==> src/rtl/wb_regfile_pkg.sv <==
// Shared constants for the write-back register file slice.
// Provides GPR index width, data width and the hardwired-zero index.
package wb_regfile_pkg;
   localparam int REG_W = 5;
   localparam int DATA_W = 32;
   localparam logic [REG_W-1:0] REG_ZERO = 5'd0;
endpackage

==> src/rtl/wb_regfile_gpr_array.sv <==
// gpr_array: NREG x 32 storage, one write port, two async read ports.
// Ports: clk, rst (async clear), we/waddr/wdata, raddr_a/b -> rdata_a/b.
module gpr_array
   import wb_regfile_pkg::*;
#(
   parameter int NREG = 32
) (
   input  logic              clk,
   input  logic              rst,
   input  logic              we,
   input  logic [REG_W-1:0]  waddr,
   input  logic [DATA_W-1:0] wdata,
   input  logic [REG_W-1:0]  raddr_a,
   input  logic [REG_W-1:0]  raddr_b,
   output logic [DATA_W-1:0] rdata_a,
   output logic [DATA_W-1:0] rdata_b
);

   logic [DATA_W-1:0] mem [NREG];

   always_ff @(posedge clk or posedge rst) begin
      if (rst) begin
         for (int i = 0; i < NREG; i++) begin
            mem[i] <= '0;
         end
      end else if (we && (int'(waddr) < NREG)) begin
         mem[waddr] <= wdata;
      end
   end

   // Indices beyond NREG read as zero when built smaller than 32.
   assign rdata_a = (int'(raddr_a) < NREG) ? mem[raddr_a] : '0;
   assign rdata_b = (int'(raddr_b) < NREG) ? mem[raddr_b] : '0;

endmodule

==> src/rtl/wb_regfile.sv <==
// Write-back stage: result mux, GPR commit with same-cycle read bypass,
// retire/overflow counters and sticky overflow-trap flag.
// Ports: Clk, Reset, W_* write-back bundle, Ra/Rb -> busA/busB,
// Exc_Clr -> Exc_Flag/Exc_Rw, RetireCnt, OvfCnt.
module wb_regfile
   import wb_regfile_pkg::*;
#(
   parameter int CNT_W = 16,
   parameter int NREG  = 32
) (
   input  logic              Clk,
   input  logic              Reset,
   input  logic              W_Valid,
   input  logic              W_RegWr,
   input  logic              W_MemtoReg,
   input  logic              W_OvCheck,
   input  logic [DATA_W-1:0] W_Dout,
   input  logic [DATA_W-1:0] W_ALUout,
   input  logic              W_Overflow,
   input  logic [REG_W-1:0]  W_Rw,
   input  logic [REG_W-1:0]  Ra,
   input  logic [REG_W-1:0]  Rb,
   output logic [DATA_W-1:0] busA,
   output logic [DATA_W-1:0] busB,
   input  logic              Exc_Clr,
   output logic              Exc_Flag,
   output logic [REG_W-1:0]  Exc_Rw,
   output logic [CNT_W-1:0]  RetireCnt,
   output logic [CNT_W-1:0]  OvfCnt
);

   logic [DATA_W-1:0] busW;
   logic              trap;
   logic              we;
   logic [DATA_W-1:0] rd_a;
   logic [DATA_W-1:0] rd_b;

   assign busW = W_MemtoReg ? W_Dout : W_ALUout;
   assign trap = W_Valid & W_OvCheck & W_Overflow;
   assign we   = W_Valid & W_RegWr
               & (W_Rw != REG_ZERO) & ~trap;

   gpr_array #(
      .NREG (NREG)
   ) u_gpr (
      .clk     (Clk),
      .rst     (Reset),
      .we      (we),
      .waddr   (W_Rw),
      .wdata   (busW),
      .raddr_a (Ra),
      .raddr_b (Rb),
      .rdata_a (rd_a),
      .rdata_b (rd_b)
   );

   // The arms are disjoint: we already excludes W_Rw == $0.
   always_comb begin
      busA = rd_a;
      unique case (1'b1)
         (Ra == REG_ZERO):      busA = '0;
         (we && (Ra == W_Rw)):  busA = busW;
         default:               busA = rd_a;
      endcase
   end

   always_comb begin
      busB = rd_b;
      unique case (1'b1)
         (Rb == REG_ZERO):      busB = '0;
         (we && (Rb == W_Rw)):  busB = busW;
         default:               busB = rd_b;
      endcase
   end

   always_ff @(posedge Clk or posedge Reset) begin
      if (Reset) begin
         RetireCnt <= '0;
         OvfCnt    <= '0;
         Exc_Flag  <= 1'b0;
         Exc_Rw    <= '0;
      end else begin
         if (we) begin
            RetireCnt <= RetireCnt + 1'b1;
         end
         if (trap) begin
            OvfCnt <= OvfCnt + 1'b1;
            Exc_Rw <= W_Rw;
         end
         // A new trap wins over a simultaneous clear.
         if (trap) begin
            Exc_Flag <= 1'b1;
         end else if (Exc_Clr) begin
            Exc_Flag <= 1'b0;
         end
      end
   end

endmodule

==> config.mk <==
export PLATFORM = sky130hd
export DESIGN_NAME = wb_regfile
export DESIGN_NICKNAME = d
export VERILOG_FILES = /design/src/rtl/wb_regfile_pkg.sv /design/src/rtl/wb_regfile_gpr_array.sv /design/src/rtl/wb_regfile.sv
export SDC_FILE = /design/constraint.sdc
export NUM_CORES = 2
export LEC_CHECK = 0
export BUFFER_PORTS_ARGS = -buffer_cell sky130_fd_sc_hd__buf_2
export CORE_ASPECT_RATIO = 0.8
export CORE_UTILIZATION = 58
export CTS_BUF_LIST = sky130_fd_sc_hd__clkbuf_8
export DETAILED_ROUTE_END_ITERATION = 7
export GPL_ROUTABILITY_DRIVEN = 0
export MAX_ROUTING_LAYER = met4
export PLACE_DENSITY = 0.76
export SETUP_SLACK_MARGIN = 0.15
export SYNTH_ARGS = -nofsm -noshare
export SYNTH_HDL_FRONTEND = slang
export SYNTH_SLANG_ARGS = --single-unit
==> constraint.sdc <==
create_clock -name Clk -period 39.4 [get_ports Clk]
set_clock_uncertainty 0.2 [all_clocks]
set_input_delay 7.88 -clock Clk [delete_from_list [all_inputs] [get_ports Clk]]
set_output_delay 7.88 -clock Clk [all_outputs]
set_load 0.01 [all_outputs]
==> results.md <==
* Top-area cell type share of the netlist area at 49.08%
* Leakage dissipation at 25.81 nW
* Final period utilization at 50.74%
* Yosys warns at 0
* First-pass GRT wire length at 265600 µm
* Final setup viols at 0
* Yosys reg bits at 1062
* CTS Buf Count at 162
* Hold buffer count at cts at 0
* Initial antenna violation count at 8
* Max stage delay on crit path at 0.99 ns
* Logic pwr share at 19.4%
* Largest net degree at the start of global routing at 185
* Syn Nets at 4894
* Status: finished with violations
* # clock sinks at 1062
* Final slew viol count at 0
* Post-synthesis mux area share at 24.02%
* Sw Pwr at 0.8818 mW
* Hold Vio Cnt, Final at 0
* Syn_area_per_cell at 11.27 µm²
* Initial drt markers at 6412
* Nets at 4819
* Adder-cell share of the synthesized area at 0.04621%
* Area leader, netlist: dfrtp_1
* H-tree levels at 4
* DP Cell Count at 5778
* WP data required at 31.32 ns
* Top Metal Used: met4
* Crit path time final at 19.99 ns
* Met2 WL post-DR at 75670 µm
* Die Footprint at 0.09459 mm²
* Max_slew headroom at 14.10%
* I/O Buffers at 188
* PD cells at 50.07 mW/mm²
* IO Pins at 189
* Number of synthesized flops with an enable pin at 0
* Clock power frac at 33.3%
* Worst-Skew Late Latency at 0.88 ns
* Xor and xnor area share after synthesis at 0.6470%
* Main combinational cell family by area after synthesis: multiplexers
* Max Fanout on Critical Path at 79
* Starting Density at 58.99%
* Number of fill cells at 6858
* Post-synthesis sequential area ratio at 49.08%
* Main synth FF type: dfrtp_1
* Die X at 343.6 µm
* Most frequent CP cell: buf_4
* Post-synthesis simple-gate area fraction at 9.469%
* Crit-path cells: buf_8, buf_4, xor2_1, nor3_1, nand4_1, buf_4, nand2_1, o32ai_1, buf_2
* Num rows at 99
* Sequential power share at 47.3%
* Hpwl dp at 97080 µm
* Setup Crit Path Kind: in2out
* Post-CTS Resized at 0
* Fin Hold WS at 0.1974 ns
* # Max-Cap Violations at 0
* Commonest cells in the netlist: dfrtp_1 (1062), nor2_1 (805), a21oi_1 (738)
* Async S/R FF share, synth at 100.0%
* Max rail drop VDD at 0.00003796 V
* Post-DRT Antenna Nets at 0
* Via density at 7.061
* Grt ovf at 0
* Final Non-Filler Cells at 6077
* DP Area at 0.05578 mm²
* Gate Count Post-Synth at 4805
* DRT Pass-1 Iters at 8
* TritonCTS clock tree: done
* Vias in the first global route at 41740
* CTS Buffer Depth at 3
* Routed vias at 42910
* FMAX at 50.02 MHz
* Count leader, synth: dfrtp_1
* M1 wire length at 63100 µm
* Ratio of cells with drive above 1 in the final layout at 23.96%
* Clock Tree Root: clkbuf_8
* Drt drc at 2
* Die H at 275.3 µm
* GRT Overall Usage at 39.80%
* Worst Max-Slew Pin Slew at 1.262 ns
* WP data arrival at 11.91 ns
* Crit end category: output pin
* TNS Setup at 0 ns
* Met3 wire length at 29290 µm
* Synth Area in Compound Gates at 12.76%
* HP Class: reg2reg
* Top cells by area, synth: dfrtp_1 (49%), mux4_2 (21%), a21oi_1 (6.8%), nor2_1 (5.6%), clkbuf_1 (2.7%)
* Post-route cell area at 0.05928 mm²
* Net Sw Frac at 29.71%
* Power Internal at 2.086 mW
* RSZ-0062 raised after global routing: false
* WL/cell at 29.34 µm
* Failing checks: design-rule violations
* Syn Std Cell Area at 0.05415 mm²
* Final Routed Wirelength at 178300 µm
* Core ar. at 0.09179 mm²
* Netlist cell types at 50
* CTS clock-pin slew for the worst setup and hold paths at 0.06 ns
* Crit-path slowest cell: o32ai_1
* Critical Path Source Type: input pin
* Post-CTS setup buffers at 0
* Layout area overhead at 9.472%
-- state kept, by name, indices dropped and copies added, names as in the netlist --
register   cells
Exc_Flag       1
Exc_Rw         5
RetireCnt     16
u_gpr.mem   1024
OvfCnt        16
-- metrics by stage --
step / setup WS, ns / power (mW) / util (%)
6_report: 19.41 / 2.968 / 64.58
5_1_grt: 19.12 / 3.086 / 64.58
4_1_cts: 19.38 / 2.954 / 64.55
3_5_place_dp: 19.36 / 1.978 / 60.77
3_3_place_gp: 19.45 / 1.945 / 60.77
2_1_floorplan: 1.426 / 1.808 / -
-- cells in the final DEF (no fill, tap or decap), types with 28 or more instances in the layout --
cell type and instances:
clkbuf_8 208, mux2_2 46, o21ai_0 222, nand2_1 336
nand4_1 28, o32ai_1 28, a21oi_1 738, buf_2 181
inv_1 44, o22ai_1 87, buf_4 93, o21ai_1 56
nor2_1 796, dfrtp_1 1062, mux2i_1 66, mux4_2 511
-- logic make-up after synthesis --
| group | count (synthesis) |
|---|---|
| flops | 1062 |
| xor+xnor | 40 |
| simple gates | 1270 |
| compound gates | 1250 |
| fa+ha+maj | 2 |
| buf+inv | 526 |
| mux | 655 |
-- per-layer routing --
metal	vias up	GRT usage, %
met1	21370	51.36
li1	17440	-
met5	-	-
met2	3364	54.44
met3	734	15.69
met4	0	20.63
-- path summary, 6_finish.rpt --
kind,startpoint,endpoint,slack [ns],cells past startpoint
worst max register to register,OvfCnt[2],OvfCnt[9],37.65,5
worst min register to register,u_gpr.mem[1000],u_gpr.mem[1000],0.20,0
worst max-delay path,Rb[0],busB[0],19.41,9
max in group asynchronous,Reset,u_gpr.mem[512],28.80,5
worst min-delay path,u_gpr.mem[1000],u_gpr.mem[1000],0.20,0
min in group asynchronous,Reset,OvfCnt[9],6.95,2
-- layout make-up --
type,instances,area [µm²],area share [%]
Multi-Input combinational cell,3217,25910,43.71
Clock buffer,207,2849,4.806
Tap cell,1212,1516,2.558
Inverter,4,22.52,0.03799
Timing Repair Buffer,283,1758,2.966
Antenna cell,12,30.03,0.05066
Clock inverter,80,616.8,1.041
Sequential cell,1062,26580,44.83
-- power by group through the flow --
stage	Sequential (mW)	Clock, mW	Combinational (mW)
finish	1.40	0.990	0.575
floorplan	1.37	0	0.433
global placement	1.40	0	0.544
CTS	1.40	0.992	0.567
detailed placement	1.41	0	0.566
global route	1.42	1.04	0.622
-- critical path: cells and delay by family --
family                 cells  cell delay (ns)
AO/OA/AOI/OAI              1             0.99
XOR/XNOR                   1             0.21
buffers and inverters      4             1.84
AND/OR/NAND/NOR            3             0.91
Note: power is estimated with default switching activity, not from simulation.
